--- src/rtl/pool_pkg.sv ---
// Shared types for the pooling-window feeder and its bank storage.
package pool_pkg;

    // Compute-side sequencing of the external pool unit.
    typedef enum logic [1:0] {
        IDLE  = 2'd0,
        LOAD  = 2'd1,
        RUN   = 2'd2,
        DRAIN = 2'd3
    } pool_feed_state_t;

endpackage

--- src/rtl/pool_window_bank.sv ---
// One pooling-window buffer: size-entry register array plus its full flag.
// Contents are deliberately not reset; only the full flag defines validity.
module pool_window_bank
    import pool_pkg::*;
#(
    parameter int DW    = 20,
    parameter int size  = 4,
    parameter int width = $clog2(size)
) (
    input  logic                     clk,
    input  logic                     rst_n,
    input  logic                     wr_en,
    input  logic [width-1:0]         wr_idx,
    input  logic [DW-1:0]            wr_data,
    input  logic                     set_full,
    input  logic                     clr_full,
    output logic [size-1:0][DW-1:0]  words,
    output logic                     full
);

    logic [size-1:0][DW-1:0] words_r;
    logic                    full_r;

    // Window storage: written one element per accepted word, never while full.
    always_ff @(posedge clk) begin
        if (wr_en) begin
            words_r[wr_idx] <= wr_data;
        end
    end

    // Full flag: set when the last element lands, cleared when the result is taken.
    always_ff @(posedge clk or negedge rst_n) begin
        if (!rst_n) begin
            full_r <= 1'b0;
        end else if (set_full) begin
            full_r <= 1'b1;
        end else if (clr_full) begin
            full_r <= 1'b0;
        end else begin
            full_r <= full_r;
        end
    end

    assign words = words_r;
    assign full  = full_r;

endmodule

--- src/rtl/pool_window_feeder.sv ---
// Ping-pong window collector and sequencer for a reset-less min-pooling unit.
// Fill side loads one bank while the compute side runs the pool unit on the
// other; the pooled result leaves on a valid/ready stream.
module pool_window_feeder
    import pool_pkg::*;
#(
    parameter int IL    = 4,
    parameter int FL    = 16,
    parameter int size  = 4,
    parameter int width = $clog2(size)
) (
    input  logic                        clk,
    input  logic                        rst_n,
    input  logic [IL+FL-1:0]            in_data,
    input  logic                        in_valid,
    output logic                        in_ready,
    output logic [size-1:0][IL+FL-1:0]  pool_im,
    output logic                        pool_en,
    output logic                        pool_input_ready,
    input  logic [IL+FL-1:0]            pool_om,
    input  logic                        pool_done,
    output logic [IL+FL-1:0]            out_data,
    output logic                        out_valid,
    input  logic                        out_ready
);

    localparam int DW = IL + FL;

    pool_feed_state_t        state_r;
    pool_feed_state_t        state_nxt_s;
    logic                    fill_bank_r;
    logic                    fill_bank_nxt_s;
    logic                    cmp_bank_r;
    logic [width-1:0]        fill_cnt_r;
    logic [1:0]              full_s;
    logic [1:0]              full_nxt_s;
    logic [1:0]              set_full_s;
    logic [1:0]              clr_full_s;
    logic [1:0]              wr_en_s;
    logic                    accept_s;
    logic                    wrap_s;
    logic                    drain_fire_s;
    logic [size-1:0][DW-1:0] bank_words_s [2];

    // Fill-side handshake decode and per-bank set/clear/write strobes.
    always_comb begin
        accept_s     = in_valid && in_ready;
        wrap_s       = accept_s && (fill_cnt_r == width'(size - 1));
        drain_fire_s = (state_r == DRAIN) && (!out_valid || out_ready);
        wr_en_s      = 2'b00;
        set_full_s   = 2'b00;
        clr_full_s   = 2'b00;
        if (fill_bank_r) begin
            wr_en_s[1]    = accept_s;
            set_full_s[1] = wrap_s;
        end else begin
            wr_en_s[0]    = accept_s;
            set_full_s[0] = wrap_s;
        end
        if (cmp_bank_r) begin
            clr_full_s[1] = drain_fire_s;
        end else begin
            clr_full_s[0] = drain_fire_s;
        end
        full_nxt_s      = (full_s | set_full_s) & ~clr_full_s;
        fill_bank_nxt_s = wrap_s ? ~fill_bank_r : fill_bank_r;
    end

    for (genvar g = 0; g < 2; g++) begin : g_bank
        pool_window_bank #(
            .DW    (DW),
            .size  (size),
            .width (width)
        ) u_bank (
            .clk      (clk),
            .rst_n    (rst_n),
            .wr_en    (wr_en_s[g]),
            .wr_idx   (fill_cnt_r),
            .wr_data  (in_data),
            .set_full (set_full_s[g]),
            .clr_full (clr_full_s[g]),
            .words    (bank_words_s[g]),
            .full     (full_s[g])
        );
    end

    // Fill pointer, element counter and registered in_ready (no out_ready path).
    always_ff @(posedge clk or negedge rst_n) begin
        if (!rst_n) begin
            fill_bank_r <= 1'b0;
            fill_cnt_r  <= '0;
            in_ready    <= 1'b0;
        end else begin
            fill_bank_r <= fill_bank_nxt_s;
            if (wrap_s) begin
                fill_cnt_r <= '0;
            end else if (accept_s) begin
                fill_cnt_r <= fill_cnt_r + width'(1);
            end else begin
                fill_cnt_r <= fill_cnt_r;
            end
            in_ready <= fill_bank_nxt_s ? !full_nxt_s[1] : !full_nxt_s[0];
        end
    end

    // Window presented to the pool unit; the selected bank is frozen while full.
    always_comb begin
        if (cmp_bank_r) begin
            pool_im = bank_words_s[1];
        end else begin
            pool_im = bank_words_s[0];
        end
    end

    // Compute FSM next state; pool_done only matters while running.
    always_comb begin
        state_nxt_s = state_r;
        case (state_r)
            IDLE: begin
                if (cmp_bank_r ? full_s[1] : full_s[0]) begin
                    state_nxt_s = LOAD;
                end else begin
                    state_nxt_s = IDLE;
                end
            end
            LOAD: begin
                state_nxt_s = RUN;
            end
            RUN: begin
                if (pool_done) begin
                    state_nxt_s = DRAIN;
                end else begin
                    state_nxt_s = RUN;
                end
            end
            DRAIN: begin
                if (drain_fire_s) begin
                    state_nxt_s = IDLE;
                end else begin
                    state_nxt_s = DRAIN;
                end
            end
            default: begin
                state_nxt_s = IDLE;
            end
        endcase
    end

    // FSM state, pool-unit controls registered from the next state, compute bank pointer.
    always_ff @(posedge clk or negedge rst_n) begin
        if (!rst_n) begin
            state_r          <= IDLE;
            pool_en          <= 1'b0;
            pool_input_ready <= 1'b0;
            cmp_bank_r       <= 1'b0;
        end else begin
            state_r          <= state_nxt_s;
            pool_en          <= (state_nxt_s == LOAD) || (state_nxt_s == RUN);
            pool_input_ready <= (state_nxt_s == LOAD);
            cmp_bank_r       <= drain_fire_s ? ~cmp_bank_r : cmp_bank_r;
        end
    end

    // Output stream register: reload from the frozen pool result, hold under backpressure.
    always_ff @(posedge clk or negedge rst_n) begin
        if (!rst_n) begin
            out_data  <= '0;
            out_valid <= 1'b0;
        end else if (drain_fire_s) begin
            out_data  <= pool_om;
            out_valid <= 1'b1;
        end else if (out_ready) begin
            out_data  <= out_data;
            out_valid <= 1'b0;
        end else begin
            out_data  <= out_data;
            out_valid <= out_valid;
        end
    end

endmodule

--- config.mk ---
export PLATFORM = sky130hd
export DESIGN_NAME = pool_window_feeder
export DESIGN_NICKNAME = d
export VERILOG_FILES = /design/src/rtl/pool_pkg.sv /design/src/rtl/pool_window_bank.sv /design/src/rtl/pool_window_feeder.sv
export SDC_FILE = /design/constraint.sdc
export NUM_CORES = 1
export LEC_CHECK = 0
export CAP_MARGIN = 20
export CORE_MARGIN = 2
export CORE_UTILIZATION = 51
export DETAILED_ROUTE_END_ITERATION = 7
export MAX_ROUTING_LAYER = met4
export PLACE_DENSITY = 0.8
export SLEW_MARGIN = 0
export SYNTH_ARGS = -nofsm -noshare
export SYNTH_HDL_FRONTEND = slang
export SYNTH_SLANG_ARGS = --single-unit
--- constraint.sdc ---
create_clock -name clk -period 2.1 [get_ports clk]
set_input_delay 0.21 -clock clk [delete_from_list [all_inputs] [get_ports clk]]
set_output_delay 0.21 -clock clk [all_outputs]
set_load 0.02 [all_outputs]
==> results.txt <==
The total leakage power is 3.554 nW. The first detailed-routing pass took 4 iterations. The total global routing overflow came out at 0.

The design draws between 10 and 15 mW. The final count of hold timing violations came out at 0. After routing, the total negative slack on setup checks comes to 0 ns. Setup violations remaining at the end of the flow were counted as 0. The max-cap check violation count came out at 0.

The final net count came out at between 500 and 600. The worst pin sits at a relative slew slack of 61.06%. Yosys printed 0 warnings. The final wirelength is approximately 14,000 µm.

The startpoint kind of the worst setup timing path is a register. The synthesized design contains approximately 190 register bits. The area of the mapped netlist is 7243 µm². The DRC violation count after routing came out at 0. The routing usage on met3 came out at 6.227%. After legalization and detailed placement, the total HPWL measured between 9000 and 10,000 µm. For this run, the register share of the synthesized area comes to 77.39%. The count of buffers inserted at the top-level ports came out at about 150. The number of buffers on the longest clock path is 2. The global-route wire length before repair is between 20,000 and 25,000 µm. The slowest library cell on the worst path is dfrtp_4. The I/O pin count came out at 149. The detailed router finished its first iteration with 282 violations. The initial core utilization came out at between 50% and 60%. The count of unique library cells instantiated by Yosys came out at 28. After global routing, the most crowded layer is met2. Synthesis produced a netlist whose cell count is about 360. The clock buffer count from CTS is 17. Traced cell by cell, the critical path runs through buf_12 -> mux2_2 -> dlygate4sd2_1. Clock tree synthesis selected as its root buffer the cell clkbuf_16. STA classifies the critical path endpoint as a primary output. The area growth from synthesis to layout is 31.37%.

The CTS tree is yes. The number of inserted diodes is 0. The type of the worst setup path is reg -> out. Hold is met by roughly 0.15 ns.

The power density over the cells is ~1400 nW/µm². The fraction of met2 tracks used by global routing is 34.17%. In this run the mean area of a mapped cell was between 20 and 25 µm². In this run the worst hold path is classified as in -> async. The proportion of layout cells with a drive suffix above 1 is 33.70%. The number of buffers inserted for hold repair after clock tree synthesis came out at 0. The number of vias per cell is 5.128. In the final routed layout, each cell accounts on average for slightly below 20 µm. The arrival time of data at the critical path endpoint is about 1.8 ns. The synthesized netlist net count came out at 407. The count of pins over their slew limit came to 0. The overall fraction of global-route tracks in use came out at a little over a fifth. The H-tree generated during clock tree synthesis spans 4 levels.

The largest incremental delay on the critical path is slightly below 0.5 ns. The finished cells cover 9515 µm². Global routing used between 20% and 30% of the available met1 tracks.

The total vias in the final route is between 3,000 and 4,000. The number of sinks handled by clock tree synthesis is 192. The maximum clock rate came out at 490.5 MHz. Setup repair after global routing left no endpoint under its margin. The slew of the pin with the lowest slew margin came out at between 0.5 and 0.6 ns. The floorplan die area is about 15,000 µm². Across the routed clock network, the largest skew measured is 0.01149 ns.

The utilization after layout is 68.55%. The number of nets with antenna violations after detailed routing came out at 0. Entering global routing, the biggest net connects 27 pins. The highest fanout seen on the critical path is 26.

The data required time at the worst endpoint is around 1.9 ns. The highest ir drop seen on vdd is about 0.8 mV. Clock-pin slew was measured on the worst setup and hold paths at 0.07 ns. The final weighted congestion in routability-driven placement came out at between 0.7 and 0.8. The via count of the first global-routing pass is between 4,000 and 5,000. The core region is between 10,000 and 15,000 µm². The instance area after placement came out at about 9000 µm².

The share of the cycle needed by the critical path after routing is between 90% and 100%. The flow ran to the end, and the final reports show no timing, DRC or antenna violations. The shortest clock period the worst path allows after layout is approximately 2 ns. The row count came out at 43. After filler insertion, the fill cell instance count of the layout stands at about 940. Clock latency on the worst-skew pair, taken at its later pin, is between 0.4 and 0.5 ns. In this run the vertical extent of the chip is about 120 µm. The number of antenna violations at the first check in global routing came out at 0. The die outline width is between 100 and 150 µm.
power by group:
part           switching, mW  internal (mW)
sequential             0.324           4.86
combinational           2.50           2.26
clock                   1.38           1.78
total                   4.20           8.90
per-layer routing:
layer / vias to the layer above / wire length [µm] / part of all wire [%]
li1: 1717 / - / -
met1: 1837 / 5743 / 40
met2: 163 / 7283 / 51
met3: 21 / 1113 / 7.7
met4: 0 / 247 / 1.7
met5: - / 0 / 0
critical path: cells and delay by family (launching register included):
kind / cells / cell delay (ns)
buf+inv: 2 / 0.54
mux: 1 / 0.38
flops: 1 / 0.49
cells in the final DEF, fill, tap and decap left out, drive strengths merged, types with 12 or more instances in the layout:
master	instances
edfxtp	160
mux2	102
clkdlybuf4s50	68
dlygate4sd2	61
buf	44
dfrtp	32
clkbuf	19
inv	13
nor2	12
what timing repair did:
item / CTS / global route
setup buffers: 3 / 0
resized for setup: 137 / 0
endpoints found under the setup margin: 77 / 19
cloned: 1 / 0
pin swaps: 0 / 0
cell usage after synthesis:
cell      count  area share (%)
edfxtp_1    160              66
mux2_2       82              13
dfrtp_1      32              11
mux2_4       17             3.5
nor2_1       11            0.57
buf_4         8            0.83
inv_1         8            0.41
ha_1          7             1.2
nand2_1       6            0.31
mux2_1        3            0.47
nand3_1       2            0.14
nor3_1        2            0.14
o21bai_1      2            0.21
a21o_1        1            0.10
buf_12        1            0.28
buf_2         1           0.069
buf_8         1            0.21
mux2i_1       1            0.14
nand2_2       1           0.086
nor2_8        1            0.28
nor2b_4       1            0.19
nor3b_1       1            0.10
o21ai_0       1           0.069
o22ai_1       1           0.086
o32a_1        1            0.14
or2_1         1           0.086
or2b_1        1            0.10
xor2_1        1            0.12
path summary, 6_finish.rpt:
kind	start	end	slack, ns	depth (start not counted)
max reg2reg	cmp_bank_r	pool_en	0.40	6
min	rst_n	out_data[6]	0.15	1
max	cmp_bank_r	pool_im[28]	0.06	3
max in group asynchronous	rst_n	g_bank[1].u_bank.full	1.36	2
min in group clk	pool_om[0]	out_data[0]	0.38	2
min reg2reg	out_data[1]	out_data[1]	0.49	1
cell type report:
| cell class | instances | area, µm² | area share, % |
|---|---|---|---|
| well taps | 180 | 225.2 | 2.367 |
| repair buffers | 173 | 1535 | 16.13 |
| multi-input cells | 144 | 1528 | 16.06 |
| clock inverters | 13 | 155.1 | 1.631 |
| inverters | 8 | 30.03 | 0.3156 |
| clock buffers | 19 | 432.9 | 4.550 |
| flip-flops and latches | 192 | 5609 | 58.95 |
through the flow:
| step | setup WS, ns | cells |
|---|---|---|
| 6_report | 0.06132 | 729 |
| 3_5_place_dp | 0.2119 | 694 |
| 5_1_grt | 0.002578 | 729 |
| 2_1_floorplan | 0.1312 | 355 |
| 3_3_place_gp | 0.2353 | 694 |
| 4_1_cts | 0.01174 | 730 |
logic make-up (layout without fill, tap and decap cells):
group / after synthesis / count (layout) / share of synthesized area, %
AO/OA/AOI/OAI: 6 / 6 / 0.6046
XOR/XNOR: 1 / 1 / 0.1209
multiplexers: 103 / 103 / 16.88
adder cells (fa/ha/maj): 7 / 7 / 1.209
AND/OR/NAND/NOR: 27 / 27 / 2.004
buffers and inverters: 19 / 213 / 1.796
flip-flops: 192 / 192 / 77.39
sequential cells by signal (all words and copies together) (netlist names), 2 cells and up:
register / cells
out_data: 20
g_bank.u_bank.words: 160
state_r: 2
fill_cnt_r: 2
g_bank.u_bank.full: 2
(Power assumes the default switching activity.)
